<file path="config.mk">
export PLATFORM = sky130hd
export DESIGN_NAME = seq_alu
export DESIGN_NICKNAME = d
export VERILOG_FILES = /design/src/rtl/alu_pkg.sv /design/src/rtl/alu_shift_step.sv /design/src/rtl/seq_alu.sv
export SDC_FILE = /design/constraint.sdc
export NUM_CORES = 1
export LEC_CHECK = 0
export CAP_MARGIN = 20
export CORE_ASPECT_RATIO = 1.5
export CORE_MARGIN = 8
export CORE_UTILIZATION = 45
export CTS_CLUSTER_DIAMETER = 30
export DETAILED_ROUTE_END_ITERATION = 8
export GPL_TIMING_DRIVEN = 0
export PLACE_DENSITY = 0.77
export SYNTH_ARGS = -nofsm -noshare
export SYNTH_HDL_FRONTEND = slang
export SYNTH_SLANG_ARGS = --single-unit
</file>
<file path="constraint.sdc">
create_clock -name CLK -period 5.8 [get_ports CLK]
set_clock_uncertainty 0.15 [all_clocks]
set_input_delay 0.58 -clock CLK [delete_from_list [all_inputs] [get_ports CLK]]
set_output_delay 0.58 -clock CLK [all_outputs]
set_load 0.03 [all_outputs]
</file>
<file path="src/rtl/alu_pkg.sv">
// alu_pkg: shared definitions for seq_alu and its shift-step helper.
//   op_e    : 3-bit operation encoding presented on OP
//   state_e : sequencer states
//   is_shift: true for the three iterative shift operations
package alu_pkg;

    typedef enum logic [2:0] {
        OP_ADD = 3'b000,
        OP_SUB = 3'b001,
        OP_AND = 3'b010,
        OP_OR  = 3'b011,
        OP_XOR = 3'b100,
        OP_SHL = 3'b101,
        OP_SHR = 3'b110,
        OP_SAR = 3'b111
    } op_e;

    typedef enum logic [1:0] {
        ST_IDLE  = 2'd0,
        ST_SHIFT = 2'd1,
        ST_DONE  = 2'd2
    } state_e;

    function automatic logic is_shift(input op_e op);
        return (op == OP_SHL) || (op == OP_SHR) || (op == OP_SAR);
    endfunction

endpackage

</file>
<file path="src/rtl/alu_shift_step.sv">
// alu_shift_step: combinational single-bit shift.
//   din     in   WIDTH  value to shift
//   mode    in   op_e   OP_SHL (zero fill), OP_SHR (zero fill), OP_SAR (sign fill);
//                       any other op passes din through with bit_out=0
//   dout    out  WIDTH  shifted value
//   bit_out out  1      bit shifted out
module alu_shift_step
    import alu_pkg::*;
#(
    parameter int WIDTH = 8
) (
    input  logic [WIDTH-1:0] din,
    input  op_e              mode,
    output logic [WIDTH-1:0] dout,
    output logic             bit_out
);

    always_comb begin
        dout    = din;
        bit_out = 1'b0;
        case (mode)
            OP_SHL: begin
                dout    = {din[WIDTH-2:0], 1'b0};
                bit_out = din[WIDTH-1];
            end
            OP_SHR: begin
                dout    = {1'b0, din[WIDTH-1:1]};
                bit_out = din[0];
            end
            OP_SAR: begin
                dout    = {din[WIDTH-1], din[WIDTH-1:1]};
                bit_out = din[0];
            end
            default: begin
                dout    = din;
                bit_out = 1'b0;
            end
        endcase
    end

endmodule

</file>
<file path="src/rtl/seq_alu.sv">
// seq_alu: clocked ALU with valid/ready handshakes on both sides.
//   CLK, RST_N           clock (rising edge), async active-low reset
//   IN_VALID/IN_READY    request handshake; IN_READY high only in IDLE
//   A, B, OP             operands and operation (B[SHAMT_W-1:0] = shift amount)
//   OUT_VALID/OUT_READY  result handshake; result held until OUT_READY
//   Y, C, V, N, Z        registered result and carry/overflow/negative/zero flags
// ADD/SUB/logic complete one cycle after accept; shifts take one cycle per bit.
module seq_alu
    import alu_pkg::*;
#(
    parameter  int WIDTH   = 8,
    localparam int SHAMT_W = $clog2(WIDTH)
) (
    input  logic             CLK,
    input  logic             RST_N,
    input  logic             IN_VALID,
    output logic             IN_READY,
    input  logic [WIDTH-1:0] A,
    input  logic [WIDTH-1:0] B,
    input  logic [2:0]       OP,
    output logic             OUT_VALID,
    input  logic             OUT_READY,
    output logic [WIDTH-1:0] Y,
    output logic             C,
    output logic             V,
    output logic             N,
    output logic             Z
);

    state_e               state;
    op_e                  op_r;
    logic [WIDTH-1:0]     a_r;
    logic [WIDTH-1:0]     b_r;
    logic [WIDTH-1:0]     shv;
    logic [SHAMT_W-1:0]   cnt;
    logic                 v_acc;

    op_e                  op_in;
    logic                 shift_active;
    logic                 op_is_sub;
    logic [WIDTH-1:0]     addend;
    logic [WIDTH:0]       sum;
    logic [WIDTH-1:0]     exec_y;
    logic                 exec_c;
    logic                 exec_v;
    logic [WIDTH-1:0]     step_y;
    logic                 step_out;
    logic                 step_v;

    assign op_in = op_e'(OP);

    alu_shift_step #(
        .WIDTH (WIDTH)
    ) u_shift_step (
        .din     (shv),
        .mode    (op_r),
        .dout    (step_y),
        .bit_out (step_out)
    );

    // SHL overflow: MSB flips on this step
    assign step_v       = (op_r == OP_SHL) && (step_y[WIDTH-1] != shv[WIDTH-1]);
    assign shift_active = is_shift(op_r) && (b_r[SHAMT_W-1:0] != '0);

    // Single adder: SUB is A + ~B + 1, so C=1 means no borrow.
    always_comb begin
        op_is_sub = (op_r == OP_SUB);
        addend    = op_is_sub ? ~b_r : b_r;
        sum       = {1'b0, a_r} + {1'b0, addend} + (WIDTH+1)'(op_is_sub);
        exec_y    = a_r;
        exec_c    = 1'b0;
        exec_v    = 1'b0;
        case (op_r)
            OP_ADD, OP_SUB: begin
                exec_y = sum[WIDTH-1:0];
                exec_c = sum[WIDTH];
                // operands (after inversion) agree in sign but result does not
                exec_v = (a_r[WIDTH-1] == addend[WIDTH-1]) &&
                         (sum[WIDTH-1] != a_r[WIDTH-1]);
            end
            OP_AND: exec_y = a_r & b_r;
            OP_OR:  exec_y = a_r | b_r;
            OP_XOR: exec_y = a_r ^ b_r;
            default: begin
                // shift by zero: value passes through, C=V=0
                exec_y = a_r;
            end
        endcase
    end

    // ST_SHIFT doubles as the one-cycle execute state for non-shift ops and
    // zero-amount shifts: they enter it with cnt=1 and finish on the next edge.
    always_ff @(posedge CLK or negedge RST_N) begin
        if (!RST_N) begin
            state     <= ST_IDLE;
            op_r      <= OP_ADD;
            a_r       <= '0;
            b_r       <= '0;
            shv       <= '0;
            cnt       <= '0;
            v_acc     <= 1'b0;
            IN_READY  <= 1'b1;
            OUT_VALID <= 1'b0;
            Y         <= '0;
            C         <= 1'b0;
            V         <= 1'b0;
            N         <= 1'b0;
            Z         <= 1'b0;
        end else begin
            case (state)
                ST_IDLE: begin
                    if (IN_VALID) begin
                        a_r      <= A;
                        b_r      <= B;
                        op_r     <= op_in;
                        shv      <= A;
                        v_acc    <= 1'b0;
                        cnt      <= (is_shift(op_in) && (B[SHAMT_W-1:0] != '0))
                                    ? B[SHAMT_W-1:0] : SHAMT_W'(1);
                        IN_READY <= 1'b0;
                        state    <= ST_SHIFT;
                    end
                end
                ST_SHIFT: begin
                    if (shift_active) begin
                        if (cnt == SHAMT_W'(1)) begin
                            Y         <= step_y;
                            C         <= step_out;
                            V         <= v_acc | step_v;
                            N         <= step_y[WIDTH-1];
                            Z         <= (step_y == '0);
                            OUT_VALID <= 1'b1;
                            state     <= ST_DONE;
                        end else begin
                            shv   <= step_y;
                            v_acc <= v_acc | step_v;
                            cnt   <= cnt - 1'b1;
                        end
                    end else begin
                        Y         <= exec_y;
                        C         <= exec_c;
                        V         <= exec_v;
                        N         <= exec_y[WIDTH-1];
                        Z         <= (exec_y == '0);
                        OUT_VALID <= 1'b1;
                        state     <= ST_DONE;
                    end
                end
                ST_DONE: begin
                    if (OUT_READY) begin
                        OUT_VALID <= 1'b0;
                        IN_READY  <= 1'b1;
                        state     <= ST_IDLE;
                    end
                end
                default: begin
                    OUT_VALID <= 1'b0;
                    IN_READY  <= 1'b1;
                    state     <= ST_IDLE;
                end
            endcase
        end
    end

endmodule

</file>
# --- Word level (Yosys, flattened, before mapping) ---
# Index checks and enable logic that the tools add are counted.
totals:
  reg_bits: 47
  input_bits: 23
  output_inout_bits: 14
  wordCells: 109
op_classes:
  n_addsub: 3
  n_eq_ne: 22
  muxes: 40
  bitwise: 7
  n_reduce_logical: 23
ops:
  columns: ["cell", "n"]
  rows:
  - ["$mux 8", 6]
  - ["$pmux 8 s4", 1]
  - ["$pmux 8 s3", 1]
  - ["$eq 3x3->1 const B", 7]
  - ["$mux 1", 17]
  - ["$logic_not 8->1", 2]
  - ["$pmux 8 s2", 1]
  - ["$mux 3", 4]
  - ["$add 8x8->9", 1]
  - ["$add 9x1->9", 1]
  - ["$reduce_and 3->1", 3]
  - ["$and 8x8->8", 1]
  - ["$mux 2", 4]
  - ["$ne 2x2->1 const B", 4]
  - ["$not 8->8", 1]
  - ["$or 8x8->8", 1]
  - ["$xor 8x8->8", 1]
  - ["$eq 3x1->1 const B", 2]
  - ["$eq 3x2->1 const B", 2]
  - ["$pmux 1 s3", 2]
  - ["$pmux 2 s3", 1]
  - ["$pmux 3 s2", 1]
  - ["$reduce_bool 3->1", 2]
  - ["$logic_and 1x1->1", 4]
  - ["17 further kinds", 25]

# --- Logic depth before layout (Yosys ltp) ---
depth:
  ltp_word: 8
  depth_mapped: 13
  depth_no_buf: 11

# --- Cells and area by module ---
# From an unflattened synthesis, not the netlist that was laid out.
hier_totals:
  cells_unflattened: 387
  area_unflattened_um2: 3360.7
by_module_without_submodules:
  columns: ["module", "n_inst", "cells_per_inst", "area_each_um2", "seq_area_each_um2"]
  rows:
  - ["seq_alu", 1, 360, 3121.7, 1152.4]
  - ["alu_shift_step", 1, 27, 239.0, 0.0]

# --- Worst setup path after synthesis ---
# OpenSTA, ideal clock, no wires.
synth_path:
  kind: "flip-flop to flip-flop"
  startpoint: "reg op_r[0]"
  endpoint: "reg Z"
  setup_time_ps: 120
  arrival_ps: 2875
  required_ps: 5530
  slack_ps: 2655
  stages_incl_launch_ff: 14
  n_path_buf: 3
  period_less_slack_ps: 3145
  cell_sequence: "dfrtp_1 > buf_2 > buf_2 > buf_2 > nand2_1 > nor2_2 > xnor2_1 > ha_1 > o21a_1 > o22ai_2 > mux2i_1 > o221ai_1 > and4_1 > a31o_1"
synth_between:
  elab_chain_cells: 7
  elab_cells_between_ends: 23
  cone_classes: "2 x add/sub; 8 x eq/ne; 5 x mux; 8 x reduce/logical"
synth_lines:
  columns: ["element", "line_no", "rtl"]
  rows:
  - ["start: declaration", "seq_alu.sv:31", "op_e op_r;"]
  - ["start signal: assignment", "seq_alu.sv:115", "op_r <= op_in;"]
  - ["$eq 3x1->1", "seq_alu.sv:67, seq_alu.sv:73", null]
  - ["$mux 8", "seq_alu.sv:68", "addend = op_is_sub ? ~b_r : b_r;"]
  - ["$add 8x8->9", "seq_alu.sv:69", "sum = {1'b0, a_r} + {1'b0, addend} + (WIDTH+1)'(op_is_sub);"]
  - ["$add 9x1->9", "seq_alu.sv:69", null]
  - ["$pmux 8 s4", "seq_alu.sv:73", "case (op_r)"]
  - ["$logic_not 8->1", "seq_alu.sv:144", "Z <= (exec_y == '0);"]
  - ["$mux 1", "seq_alu.sv:125", "if (shift_active) begin"]
  - ["end signal: assignment", "seq_alu.sv:131", "Z <= (step_y == '0);"]
  - ["end signal: assignment", "seq_alu.sv:144", null]
  - ["end: declaration", "seq_alu.sv:27", "output logic Z"]
# Several ways; a longest one is shown, not always the timed one. The select of a mux whose other input is x is not followed.
# A chain may end at the register's enable or synchronous reset.

# --- Final worst setup path ---
# Ends and elaborated chain as after synthesis.

==> results.sh <==
export IMPL_status="completed"
export IMPL_synthFlopType="dfrtp_1"
export IMPL_yosysWarnings=0
export IMPL_drc=0
export IMPL_maxCapViolCount=0
export IMPL_placed_cell_area_um2=3850
export IMPL_rsz0062_at_grt="false"
export IMPL_min_path_type="input pin to async pin"
export IMPL_power_density_nw_per_um2=705.9
export IMPL_clk_root_buffer_cell="clkbuf_8"
export IMPL_worst_path_buf_inv=3
export IMPL_dr_pass1_iters=5
export IMPL_max_slew_worst_pin_slew_ns=0.6864
export IMPL_initialDrtViolationCount=200
export IMPL_grt_ovfl_total=0
export IMPL_totalWireLength_um=10520
export IMPL_synth_edf_count=0
export IMPL_period_needed_ns=4.190
export IMPL_crit_top_cell="buf_2"
export IMPL_core_area_um2=7227
export IMPL_netSwitchingFraction_pct=51.66
export IMPL_vdd_ir_drop_max_mv=0.2936
export IMPL_ys_seq_elements=46
export IMPL_dieArea_um2=10520
export IMPL_netlist_area_um2=3349
export IMPL_placementRows=38
export IMPL_synth_nets=441
export IMPL_postCtsSetupBuffers=0
export IMPL_totalNegativeSetupSlack_ns=0
export IMPL_drv_slew=0
export IMPL_instances_no_fill=536
export IMPL_drive_gt1_share_pct=7.339
export IMPL_p_clk_share_pct=6.7
export IMPL_grt_max_degree=27
export IMPL_placed_cells=529
export IMPL_synth_cells=392
export IMPL_port_buffers=36
export IMPL_synth_top_area_share_pct=33.62
export IMPL_fp_dieW_um=86.44
export IMPL_hpwl_um=8310
export IMPL_worstSetupPathType="register to register"
export IMPL_fmax_mhz=238.7
export IMPL_htreeDepth=2
export IMPL_via_count=3160
export IMPL_slowest_stage="nor2_2"
export IMPL_synthTopCellsByCount="nand2_1 (50), dfrtp_1 (45), o21ai_0 (42)"
export IMPL_power_frac_seq_pct=23.2
export IMPL_viasPerCell=5.896
export IMPL_cp_top_family="compound AO/OA/AOI/OAI gates"
export IMPL_syn_avg_cell_area_um2=8.545
export IMPL_cts_buffer_depth=2
export IMPL_endpoint_kind="register"
export IMPL_cp_arrival_ns=4.28
export IMPL_synth_cell_type_count=61
export IMPL_die_h_um=121.7
export IMPL_wl_per_cell_um=19.63
export IMPL_areaGrowthSynthToFinish_pct=17.22
export IMPL_async_reset_ff_share_pct=100.0
export IMPL_ios=37
export IMPL_hold_buffers=0
export IMPL_antenna_diode_count=0
export IMPL_worst_path_max_fanout=10
export IMPL_fin_area_um2=3926
export IMPL_antenna_found_initial=0
export IMPL_path_clk_slew_ns=0.08
export IMPL_cts_sinks=46
export IMPL_cp_start_kind="register"
export IMPL_clkLatencyLatePin_ns=0.30
export IMPL_relSlewSlack_pct=54.24
export IMPL_grt_total_usage_pct=20.58
export IMPL_ys_seq_area_share_pct=34.40
export IMPL_finalPower_w=0.002772
export IMPL_cp_data_required_time_ns=5.89
export IMPL_power_switching_w=0.001432
export IMPL_cts_buffers=5
export IMPL_ys_top_cells_by_area="dfrtp_1 (34%), ha_1 (9.3%), o21ai_0 (6.3%)"
export IMPL_grt_pass1_vias=3260
export IMPL_routabilityCongestion=0.9107
export IMPL_hold_viol_final=0
export IMPL_slowest_delay_ns=0.50
export IMPL_p_leak_nw=1.676
export IMPL_min_period_over_period_pct=72.24
export IMPL_finalSetupViolations=0
export IMPL_fill_cells=716
export IMPL_power_internal_w=0.001340
export IMPL_start_util_pct=46.35
export IMPL_cts_tree="built"
export IMPL_worstPathCellList="buf_2 > buf_2 > buf_2 > nand2_1 > nor2_2 > xnor2_1 > ha_1 > o21a_1 > o22ai_2 > xnor2_1 > a221oi_1 > and4_1 > a31o_1"
export IMPL_grt_pass1_wl_um=16790
export IMPL_cts_resized=0
export IMPL_synth_most_common_cell="nand2_1"
export IMPL_power_frac_comb_pct=70.1
export IMPL_drtAntennaViolNets=0
export IMPL_yosysTopAreaCell="dfrtp_1"
export IMPL_nNetsFinal=485
-- power by group through the flow --
stage	Clock, W	Combinational, W	Sequential (W)
floorplan	0	0.00132	0.000665
global route	0.000202	0.00213	0.000660
global placement	0	0.00186	0.000639
CTS	0.000192	0.00192	0.000642
detailed placement	0	0.00191	0.000649
finish	0.000185	0.00194	0.000644
-- placed cells by master, fill, tap and decap left out, drive strengths merged, types with 3 or more instances in the layout --
| cell | n |
|---|---|
| nor2b | 8 |
| nand2 | 50 |
| ha | 25 |
| nor3 | 5 |
| mux2 | 4 |
| nand2b | 7 |
| buf | 14 |
| o31ai | 4 |
| a221o | 3 |
| a211oi | 7 |
| clkbuf | 19 |
| clkdlybuf4s50 | 35 |
| a221oi | 10 |
| dfrtp | 45 |
| o21ai | 50 |
| mux2i | 7 |
| or2 | 4 |
| nor3b | 3 |
| a22oi | 5 |
| o22ai | 6 |
| inv | 25 |
| a21oi | 21 |
| a31oi | 3 |
| a21o | 4 |
| xnor2 | 11 |
| nand3 | 7 |
| nor2 | 20 |
-- worst paths after layout --
path / start / to / slack (ns) / cells after the start
hold reg to reg: Y[4] / Y[4] / 0.33 / 1
setup / recovery: op_r[0] / Z / 1.61 / 13
hold / removal: RST_N / a_r[3] / 0.09 / 1
min in group CLK: Y[4] / Y[4] / 0.33 / 1
max in group asynchronous: RST_N / Y[5] / 4.88 / 2
setup reg to reg: op_r[0] / Z / 1.61 / 13
-- stage by stage --
step	setup slack, ns	util [%]	hold slack, ns
6_report	1.610	54.33	0.09353
5_1_grt	1.473	54.33	0.1282
4_1_cts	1.671	54.33	0.1016
3_5_place_dp	1.696	53.27	0.3195
3_3_place_gp	1.746	53.06	0.3089
2_1_floorplan	2.655	-	0.1344
-- area by class of cell --
type | count | area, µm² | area share, %
plain buffers | 24 | 121.4 | 3.091
well taps | 100 | 125.1 | 3.187
multi-input cells | 296 | 1978 | 50.38
inverters | 26 | 97.59 | 2.486
clock buffers | 7 | 76.32 | 1.944
flip-flops and latches | 46 | 1152 | 29.35
repair buffers | 37 | 375.4 | 9.560
-- layer usage --
metal / vias to the layer above / GRT usage (%) / wire, µm
met5: - / 0 / 0
met4: 0 / 14.07 / 559
met3: 35 / 2.832 / 432
met2: 117 / 37.60 / 5476
met1: 1515 / 21.06 / 4050
li1: 1493 / - / -
-- sequential cells by signal (all words and copies together), names as in the netlist, 2 cells and up --
name   flops
Y          8
a_r        8
b_r        8
shv        8
cnt        3
op_r       3
state      2
-- logic make-up after synthesis --
group | share of synthesized area [%]
AOI/OAI and AO/OA | 25.92
xor gates and xnor gates | 3.138
buffers and inverters | 6.537
DFF | 34.40
muxes | 3.437
adders and majority gates | 9.937
and+or+nand+nor | 16.62
Power figures use the tool's default switching activity.
